--- config.mk ---
export PLATFORM = sky130hd
export DESIGN_NAME = lm07_reader
export DESIGN_NICKNAME = d
export VERILOG_FILES = /design/src/rtl/lm07_reader.sv
export SDC_FILE = /design/constraint.sdc
export NUM_CORES = 1
export LEC_CHECK = 0
export CAP_MARGIN = 20
export CELL_PAD_IN_SITES_DETAIL_PLACEMENT = 0
export CELL_PAD_IN_SITES_GLOBAL_PLACEMENT = 1
export CORE_MARGIN = 2
export CORE_UTILIZATION = 41
export DETAILED_ROUTE_END_ITERATION = 8
export HOLD_SLACK_MARGIN = 0.1
export PLACE_DENSITY_LB_ADDON = 0.1
export SLEW_MARGIN = 25
export SYNTH_ARGS = -nofsm -noshare
export SYNTH_HDL_FRONTEND = slang
export SYNTH_SLANG_ARGS = --single-unit
--- constraint.sdc ---
create_clock -name clk -period 2.2 [get_ports clk]
set_clock_uncertainty 0.05 [all_clocks]
set_input_delay 0.44 -clock clk [delete_from_list [all_inputs] [get_ports clk]]
set_output_delay 0.44 -clock clk [all_outputs]
set_load 0.005 [all_outputs]
--- src/rtl/lm07_reader.sv ---
// lm07_reader: SPI-style reader for an LM07-class temperature sensor.
// Optional feature: define LM07_READER_AVG_EN to output a running average of the last 4 frames.
`default_nettype none

module lm07_reader #(
    parameter int CLK_DIV = 4,
    parameter int NBITS   = 16
) (
    input  logic             clk,
    input  logic             rst_n,
    input  logic             start,
    input  logic             sio,
    output logic             sck,
    output logic             cs_n,
    output logic [NBITS-1:0] data,
    output logic             valid,
    output logic             busy
);

    localparam logic [2:0] S_IDLE  = 3'd0;
    localparam logic [2:0] S_SETUP = 3'd1;
    localparam logic [2:0] S_SHIFT = 3'd2;
    localparam logic [2:0] S_HOLD  = 3'd3;
    localparam logic [2:0] S_DONE  = 3'd4;

    localparam int         BW       = (NBITS > 1) ? $clog2(NBITS) : 1;
    localparam logic [7:0] DIV_LAST = 8'(CLK_DIV - 1);
    localparam logic [BW-1:0] BIT_LAST = BW'(NBITS - 1);

    logic [2:0]       state_q, state_d;
    logic [7:0]       div_q, div_d;
    logic [BW-1:0]    bit_q, bit_d;
    logic             phase_q, phase_d;
    logic [NBITS-1:0] shift_q, shift_d;
    logic [NBITS-1:0] data_q, data_d;
    logic             sync1_q, sync2_q;
    logic             sck_q, sck_d;
    logic             cs_n_q, cs_n_d;
    logic             load;
    logic             div_end;

    assign div_end = (div_q == DIV_LAST);

    always_comb begin
        state_d = state_q;
        div_d   = div_q;
        bit_d   = bit_q;
        phase_d = phase_q;
        shift_d = shift_q;
        load    = 1'b0;
        case (state_q)
            S_IDLE: begin
                div_d = '0;
                if (start) begin
                    state_d = S_SETUP;
                end
            end
            S_SETUP: begin
                if (div_end) begin
                    state_d = S_SHIFT;
                    div_d   = '0;
                    bit_d   = '0;
                    phase_d = 1'b0;
                end else begin
                    div_d = div_q + 8'd1;
                end
            end
            S_SHIFT: begin
                if (div_end) begin
                    div_d   = '0;
                    phase_d = ~phase_q;
                    if (phase_q) begin
                        // Sample on the last clk of the high phase, just before sck falls.
                        shift_d = {shift_q[NBITS-2:0], sync2_q};
                        if (bit_q == BIT_LAST) begin
                            state_d = S_HOLD;
                        end else begin
                            bit_d = bit_q + BW'(1);
                        end
                    end
                end else begin
                    div_d = div_q + 8'd1;
                end
            end
            S_HOLD: begin
                if (div_end) begin
                    state_d = S_DONE;
                    div_d   = '0;
                    load    = 1'b1;
                end else begin
                    div_d = div_q + 8'd1;
                end
            end
            S_DONE: begin
                state_d = S_IDLE;
            end
            default: begin
                state_d = S_IDLE;
            end
        endcase
    end

    // sck/cs_n are registered from next state so they leave the block glitch-free.
    assign sck_d  = (state_d == S_SHIFT) && phase_d;
    assign cs_n_d = (state_d == S_IDLE) || (state_d == S_DONE);

`ifdef LM07_READER_AVG_EN
    logic [NBITS-1:0]       hist_q [0:2];
    logic                   first_q;
    logic signed [NBITS+1:0] sum;

    always_comb begin
        if (first_q) begin
            sum = {{2{shift_q[NBITS-1]}}, shift_q} <<< 2;
        end else begin
            sum = $signed({{2{shift_q[NBITS-1]}}, shift_q})
                + $signed({{2{hist_q[0][NBITS-1]}}, hist_q[0]})
                + $signed({{2{hist_q[1][NBITS-1]}}, hist_q[1]})
                + $signed({{2{hist_q[2][NBITS-1]}}, hist_q[2]});
        end
        data_d = sum[NBITS+1:2];
    end

    always_ff @(posedge clk or negedge rst_n) begin
        if (!rst_n) begin
            hist_q[0] <= '0;
            hist_q[1] <= '0;
            hist_q[2] <= '0;
            first_q   <= 1'b1;
        end else if (load) begin
            hist_q[0] <= shift_q;
            hist_q[1] <= first_q ? shift_q : hist_q[0];
            hist_q[2] <= first_q ? shift_q : hist_q[1];
            first_q   <= 1'b0;
        end
    end
`else
    assign data_d = shift_q;
`endif

    always_ff @(posedge clk or negedge rst_n) begin
        if (!rst_n) begin
            state_q <= S_IDLE;
            div_q   <= '0;
            bit_q   <= '0;
            phase_q <= 1'b0;
            shift_q <= '0;
            data_q  <= '0;
            sync1_q <= 1'b0;
            sync2_q <= 1'b0;
            sck_q   <= 1'b0;
            cs_n_q  <= 1'b1;
        end else begin
            state_q <= state_d;
            div_q   <= div_d;
            bit_q   <= bit_d;
            phase_q <= phase_d;
            shift_q <= shift_d;
            sync1_q <= sio;
            sync2_q <= sync1_q;
            sck_q   <= sck_d;
            cs_n_q  <= cs_n_d;
            if (load) begin
                data_q <= data_d;
            end
        end
    end

    assign sck   = sck_q;
    assign cs_n  = cs_n_q;
    assign data  = data_q;
    assign valid = (state_q == S_DONE);
    assign busy  = (state_q != S_IDLE);

endmodule

`default_nettype wire

==> flow_metrics.py <==
metrics = {
    "run_status": {
        "run_status": "finished, final reports clean",
    },
    "synth": {
        "yosys-top-cells-area": "dfrtp_1 (56%), mux2_2 (16%), o21ai_0 (2.4%)",
        "synth_cell_types": 42,
        "synthArstFlopShare": 1.00,
        "syn_inst": 179,
        "synth_top_cell_by_area": "dfrtp_1",
        "seq_area_frac_synth": 0.570,
        "synth-edff-count": 0,
        "yosysWarnings": 0,
        "netlist_area_sq_mm": 0.00228,
        "ys.flop_type": "dfrtp_1",
        "synth.most_common_cell": "dfrtp_1",
        "yosysTopAreaCellShare": 0.559,
        "ys_top_cells_by_count": "dfrtp_1 (51), mux2_2 (33), o21ai_0 (11)",
        "synth_fp_nets": 187,
        "ys_seq_elements": 52,
        "avgSynthCellArea_sq_um": 12.8,
    },
    "run": {
        "cap_violations": 0,
    },
    "clock_tree": {
        "cts_tree": "built",
        "clock-sinks": 52,
        "path_clk_slew_ns": 0.09,
        "numCtsBuffers": 5,
        "hold_buffers": 0,
        "cts_root_buf": "clkbuf_8",
        "htree_levels": 2,
        "clock_path_buffers": 2,
        "clk_latency_ns": 0.30,
    },
    "place": {
        "gp_congestion": 0.776,
        "dpl_cell_area_sq_mm": 0.00265,
        "io_buffers": 23,
        "post-dp-hpwl_microns": 2820,
    },
    "die": {
        "start_util": 0.420,
        "die_h_microns": 78.6,
        "die_area_sq_mm": 0.00618,
        "core_sq_mm": 0.00544,
        "pin_count": 24,
        "rows": 27,
        "die_x_microns": 78.6,
    },
    "global_route": {
        "grt_usage": 0.152,
        "antenna_found_initial": 0,
        "grt_start_max_net_pins": 53,
        "grt_remaining_overflow": 0,
        "grt_pass1_wl_microns": 7380,
        "grt_pass1_vias": 1561,
    },
    "timing": {
        "setup-violations-final": 0,
        "fin_crit_sh": 0.972,
        "hold_viol_final": 0,
        "fmax_mhz": 468,
        "tightest_slew_ns": 0.651,
        "maxSlewViolCount": 0,
        "maxSlewHeadroom": 0.566,
        "fin_setup_tns_ns": 0,
        "min_period_ns": 2.14,
    },
    "layout": {
        "num_antenna_cells": 0,
        "layout-drive-gt1-share": 0.315,
        "stdcell_area_sq_mm": 0.00283,
        "nets": 229,
        "area_growth_pct": 23.8,
    },
    "worst_setup_path": {
        "crit_type": "reg -> out",
        "reg2reg_slack_ns": 0.13,
        "slowest_delay_ns": 0.50,
        "critical_path_buf_inv_count": 1,
        "critPathTopFamily": "flip-flops",
        "critPathMaxFanout": 12,
        "crit_path_start_kind": "flip-flop",
        "arrival_ns": 1.65,
        "cp_cell_sequence": "or3_1, clkdlybuf4s50_1",
        "rr_endpoint": "sck",
        "critPathSlowestCell": "dfrtp_2",
        "cp-end-kind": "output pin",
        "r2r_start": "div_q[0]",
        "rr_worst_depth": 8,
        "crit_required_ns": 1.71,
    },
    "route": {
        "via_per_inst": 5.18,
        "drc": 0,
        "wl_microns": 4240,
        "num_vias": 1523,
        "routedWlPerCell_microns": 14.4,
        "drtIter0Drc": 57,
        "dr.pass1.iters": 4,
        "ant_nets": 0,
    },
    "power": {
        "power_w": 0.00155,
        "p_per_area_mw_per_mm2": 546,
        "p_leak_nw": 1.31,
        "vdd_drop_max_v": 0.000364,
    },
    "hold_path": {
        "min_path_type": "in -> async",
    },
}
-- repair_timing --
action,4_1_cts,5_1_grt
endpoints found under the setup margin,2,32
buffers inserted,0,9
endpoints found under the hold margin,0,0
pin swaps,0,1
gates resized for setup,3,3
-- state kept, by name (all words and copies together) (netlist names) --
register,flops
sck,1
state_q,3
data,16
sync1_q,1
phase_q,1
bit_q,4
sync2_q,1
data_d,16
div_q,8
cs_n,1
-- layout make-up --
class | count | area [sq um]
fillers | 475 | 2610
multi-input cells | 112 | 917
repair buffers | 42 | 393
clock buffers | 6 | 72.6
flip-flops and latches | 52 | 1310
well taps | 72 | 90.1
clock inverters | 2 | 17.5
inverters | 8 | 31.3
-- worst max path at each step --
| stage | startpoint | end | cells after the start |
|---|---|---|---|
| finish | state_q[0] | busy | 2 |
| global route | div_q[1] | sck | 8 |
| CTS | state_q[1] | busy | 2 |
| detailed placement | div_q[0] | sck | 8 |
| global placement | div_q[0] | sck | 8 |
| floorplan | div_q[0] | data_d[10] | 9 |
-- cells in the final DEF (no fill, tap or decap), types with 3 or more instances in the layout --
cell type        Yosys  layout
a22o_1               4       4
buf_4                1      17
clkbuf_8             0       5
clkdlybuf4s50_1      0      22
dfrtp_1             51      48
dfrtp_2              0       3
ha_1                 4       3
inv_1                7       7
mux2_2              33      33
nand2_1              8       8
nand3_1              5       5
nand4_1              4       4
nor2_1               4       4
nor3_1               5       5
o21ai_0             11      11
-- per-stage QoR --
stage               setup WS [ns]  hold WS (ns)  instances  utilization
floorplan                  0.0586        0.0944        179            -
global placement            0.138         0.290        277        0.486
detailed placement         0.0452         0.296        277        0.486
global route              -0.0411         0.247        294        0.520
finish                     0.0619         0.192        294        0.520
CTS                       0.00619         0.216        285        0.504
-- power by group --
group	internal, W	switching [W]	total (W)	leakage [nW]
clock	0.000233	0.000317	0.000551	0.0462
combinational	0.00000853	0.0000201	0.0000287	0.588
sequential	0.000962	0.00000406	0.000966	0.673
-- layer usage --
layer / vias to the layer above / wire [microns] / share of wire / global-route usage
li1: 730 / - / - / -
met5: - / 0 / 0 / 0
met1: 769 / 1920 / 0.45 / 0.198
met2: 18 / 2160 / 0.51 / 0.248
met4: 0 / 60 / 0.014 / 0.0579
met3: 6 / 104 / 0.025 / 0.0333
-- kinds of logic (layout without fill, tap and decap cells) --
kind of cell / count (synthesis) / count (layout) / share of synthesized area
mux: 33 / 33 / 0.163
fa+ha+maj: 4 / 4 / 0.0219
compound gates: 32 / 32 / 0.0964
xor+xnor: 3 / 3 / 0.0115
flops: 52 / 52 / 0.570
buf+inv: 15 / 58 / 0.0318
simple gates: 40 / 40 / 0.105
Power figures use the tool's default switching activity.
==> edit: new RTL, same settings <==
Add a define of `LM07_READER_AVG_EN`.
--- a/src/rtl/lm07_reader.sv
+++ b/src/rtl/lm07_reader.sv
@@ -1,6 +1,8 @@
 // lm07_reader: SPI-style reader for an LM07-class temperature sensor.
 // Optional feature: define LM07_READER_AVG_EN to output a running average of the last 4 frames.
 `default_nettype none
+
+`define LM07_READER_AVG_EN
 
 module lm07_reader #(
     parameter int CLK_DIV = 4,
Formal check against the unedited RTL: no difference found for any inputs over 10 cycles, from zero or initial values and one cycle with rst_n low; that may be too few to reach the edited logic, so the function may still have changed.
==> edit against the original RTL <==
The run now ends with negative setup slack left; register-to-register slack lost 1.1 ns; design area grew to 2.8 times the old value; worst setup slack worse by 1.0 ns; power rose by 140%; count of clock-buffer cells in the layout grew 4; clock power rose to 3.1 times the old value; die area rose to 2.6 times the old value; critical path depth increased by 10; sequential cell count is 49 higher; routed wire length grew to 3.1 times the old value; area after synthesis rose to 2.7 times the old value; worst hold slack got worse by 0.087 ns; critical endpoint is now data[9].
==> edit: results (changes against the original RTL) <==
stage,metric,value,unit,change
global_routing,global-route wire length before repair,23300,um,was 7380 um
worst_setup_path,CP Max Fanout,2,,was 12
global_routing,pin count of the biggest net entering global routing,102,,was 53
synth,"Primary FF master, synth",dfrtp_1,,unchanged
clocking,"Reg clk slew, reported paths",0.07,ns,was 0.09 ns
clocking,Longest Clk Path Bufs,2,,unchanged
cells_and_area,max FFs per register,48,,
global_routing,Tot GR Track Use,0.181,,was 0.152
clocking,latest clock arrival within the worst-skew pair,0.35,ns,was 0.30 ns
timing,worst setup margin,-0.960,ns,was 0.0619 ns
clocking,Post-CTS Resized,35,,was 3
timing,slew margin rel.,0.639,,was 0.566
timing,final setup fails,16,,was 0
clocking,htree depth,3,,was 2
synth,synth warn,0,,unchanged
worst_setup_path,crit-path max cell delay,0.55,ns,was 0.50 ns
route,Avg WL per Cell,13.8,um,was 14.4 um
cells_and_area,Final nets,828,,was 229
synth,post-synthesis sequential area ratio,0.412,,was 0.570
clocking,TritonCTS buffer count,9,,was 5
power_and_ir_drop,Worst VDD drop,0.417,mV,was 0.364 mV
clocking,clock root buffer,clkbuf_16,,was clkbuf_8
power_and_ir_drop,Leak,3.39,nW,was 1.31 nW
synth,ranking of synthesized cells by area,"dfrtp_1 40%, fa_1 11%, o21ai_0 7.3%",,"was dfrtp_1 56%, mux2_2 16%, o21ai_0 2.4%"
synth,Yosys cell types,56,,was 42
placed_design,hpwl dp,9210,um,was 2820 um
route,Initial DRC Count,275,,was 57
placed_design,GPL Wtd Cong,0.831,,was 0.776
worst_setup_path,family with the most delay on the worst path,adder cells,,was flip-flops
global_routing,initial antenna violation count,0,,unchanged
cells_and_area,Fillers,1314,,was 475
run_status,status,"complete, but fails checks",,"was complete, no violations"
synth,syn_nets,718,,was 187
route,via count of the routed design,4686,,was 1523
placed_design,Post-DP Area,7290,sq um,was 2650 sq um
run_status,violated checks,negative setup slack,,
clocking,setup bufs post-CTS,6,,was 0
worst_setup_path,Worst Path Arrival,3.34,ns,was 1.65 ns
placed_design,IO buf count,23,,unchanged
synth,Commonest cells post-synth,"99 x dfrtp_1, 99 x nand2_1, 97 x inv_1, 90 x o21ai_0, 33 x fa_1",,"was 51 x dfrtp_1, 33 x mux2_2, 11 x o21ai_0, 8 x nand2_1, 7 x inv_1"
cells_and_area,share of cells above drive strength 1,0.248,,was 0.315
worst_setup_path,"Slowest-stage cell, CP",fa_1,,was dfrtp_2
cells_and_area,# diodes,0,,unchanged
edit: routing by layer:
layer,up-vias,wire length (um),GRT usage
met5,-,0,0
li1,2374,-,-
met1,2259,6380,0.255
met3,7,346,0.0422
met2,46,6450,0.287
met4,0,134,0.0375
edit: area by class of cell:
class / count / area [sq um] / share of cell area
inverters: 99 / 372 / 0.0471
clock buffers: 10 / 229 / 0.0290
flip-flops and latches: 101 / 2530 / 0.321
clock inverters: 6 / 87.6 / 0.0111
well taps: 184 / 230 / 0.0292
repair buffers: 130 / 1100 / 0.139
multi-input cells: 431 / 3350 / 0.424
edit: logic make-up after synthesis:
logic type	Yosys count	synth area share
flops	101	0.412
xor+xnor	17	0.0243
simple gates	172	0.129
buf+inv	130	0.0850
compound gates	162	0.158
fa+ha+maj	52	0.146
mux	28	0.0457
edit: stage by stage:
stage	setup WS (ns)	TNS, ns	util	instances
2_1_floorplan	-0.923	-10.16	-	662
3_5_place_dp	-1.13	-13.57	0.500	930
6_report	-0.960	-12.55	0.541	961
4_1_cts	-0.992	-12.54	0.535	952
5_1_grt	-1.18	-15.17	0.541	961
3_3_place_gp	-1.02	-12.70	0.500	930
edit: worst paths after layout:
check                                start         end  slack [ns]  cells after the start
worst max-delay path            hist_q[17]     data[9]       -0.96                     12
worst min-delay path                 rst_n  hist_q[32]        0.10                      2
worst max register to register  hist_q[17]     data[9]       -0.96                     12
worst min register to register     sync1_q     sync2_q        0.30                      0
max in group asynchronous            rst_n  state_q[0]        1.60                      2
min in group clk                   sync1_q     sync2_q        0.30                      0
edit: report_power, final:
group | leakage (nW) | total, mW | internal [mW] | switching, mW
logic | 1.89 | 0.0998 | 0.0347 | 0.0651
clock network | 0.145 | 1.73 | 0.996 | 0.731
registers | 1.36 | 1.87 | 1.86 | 0.00310
total | 3.39 | 3.69 | 2.89 | 0.799
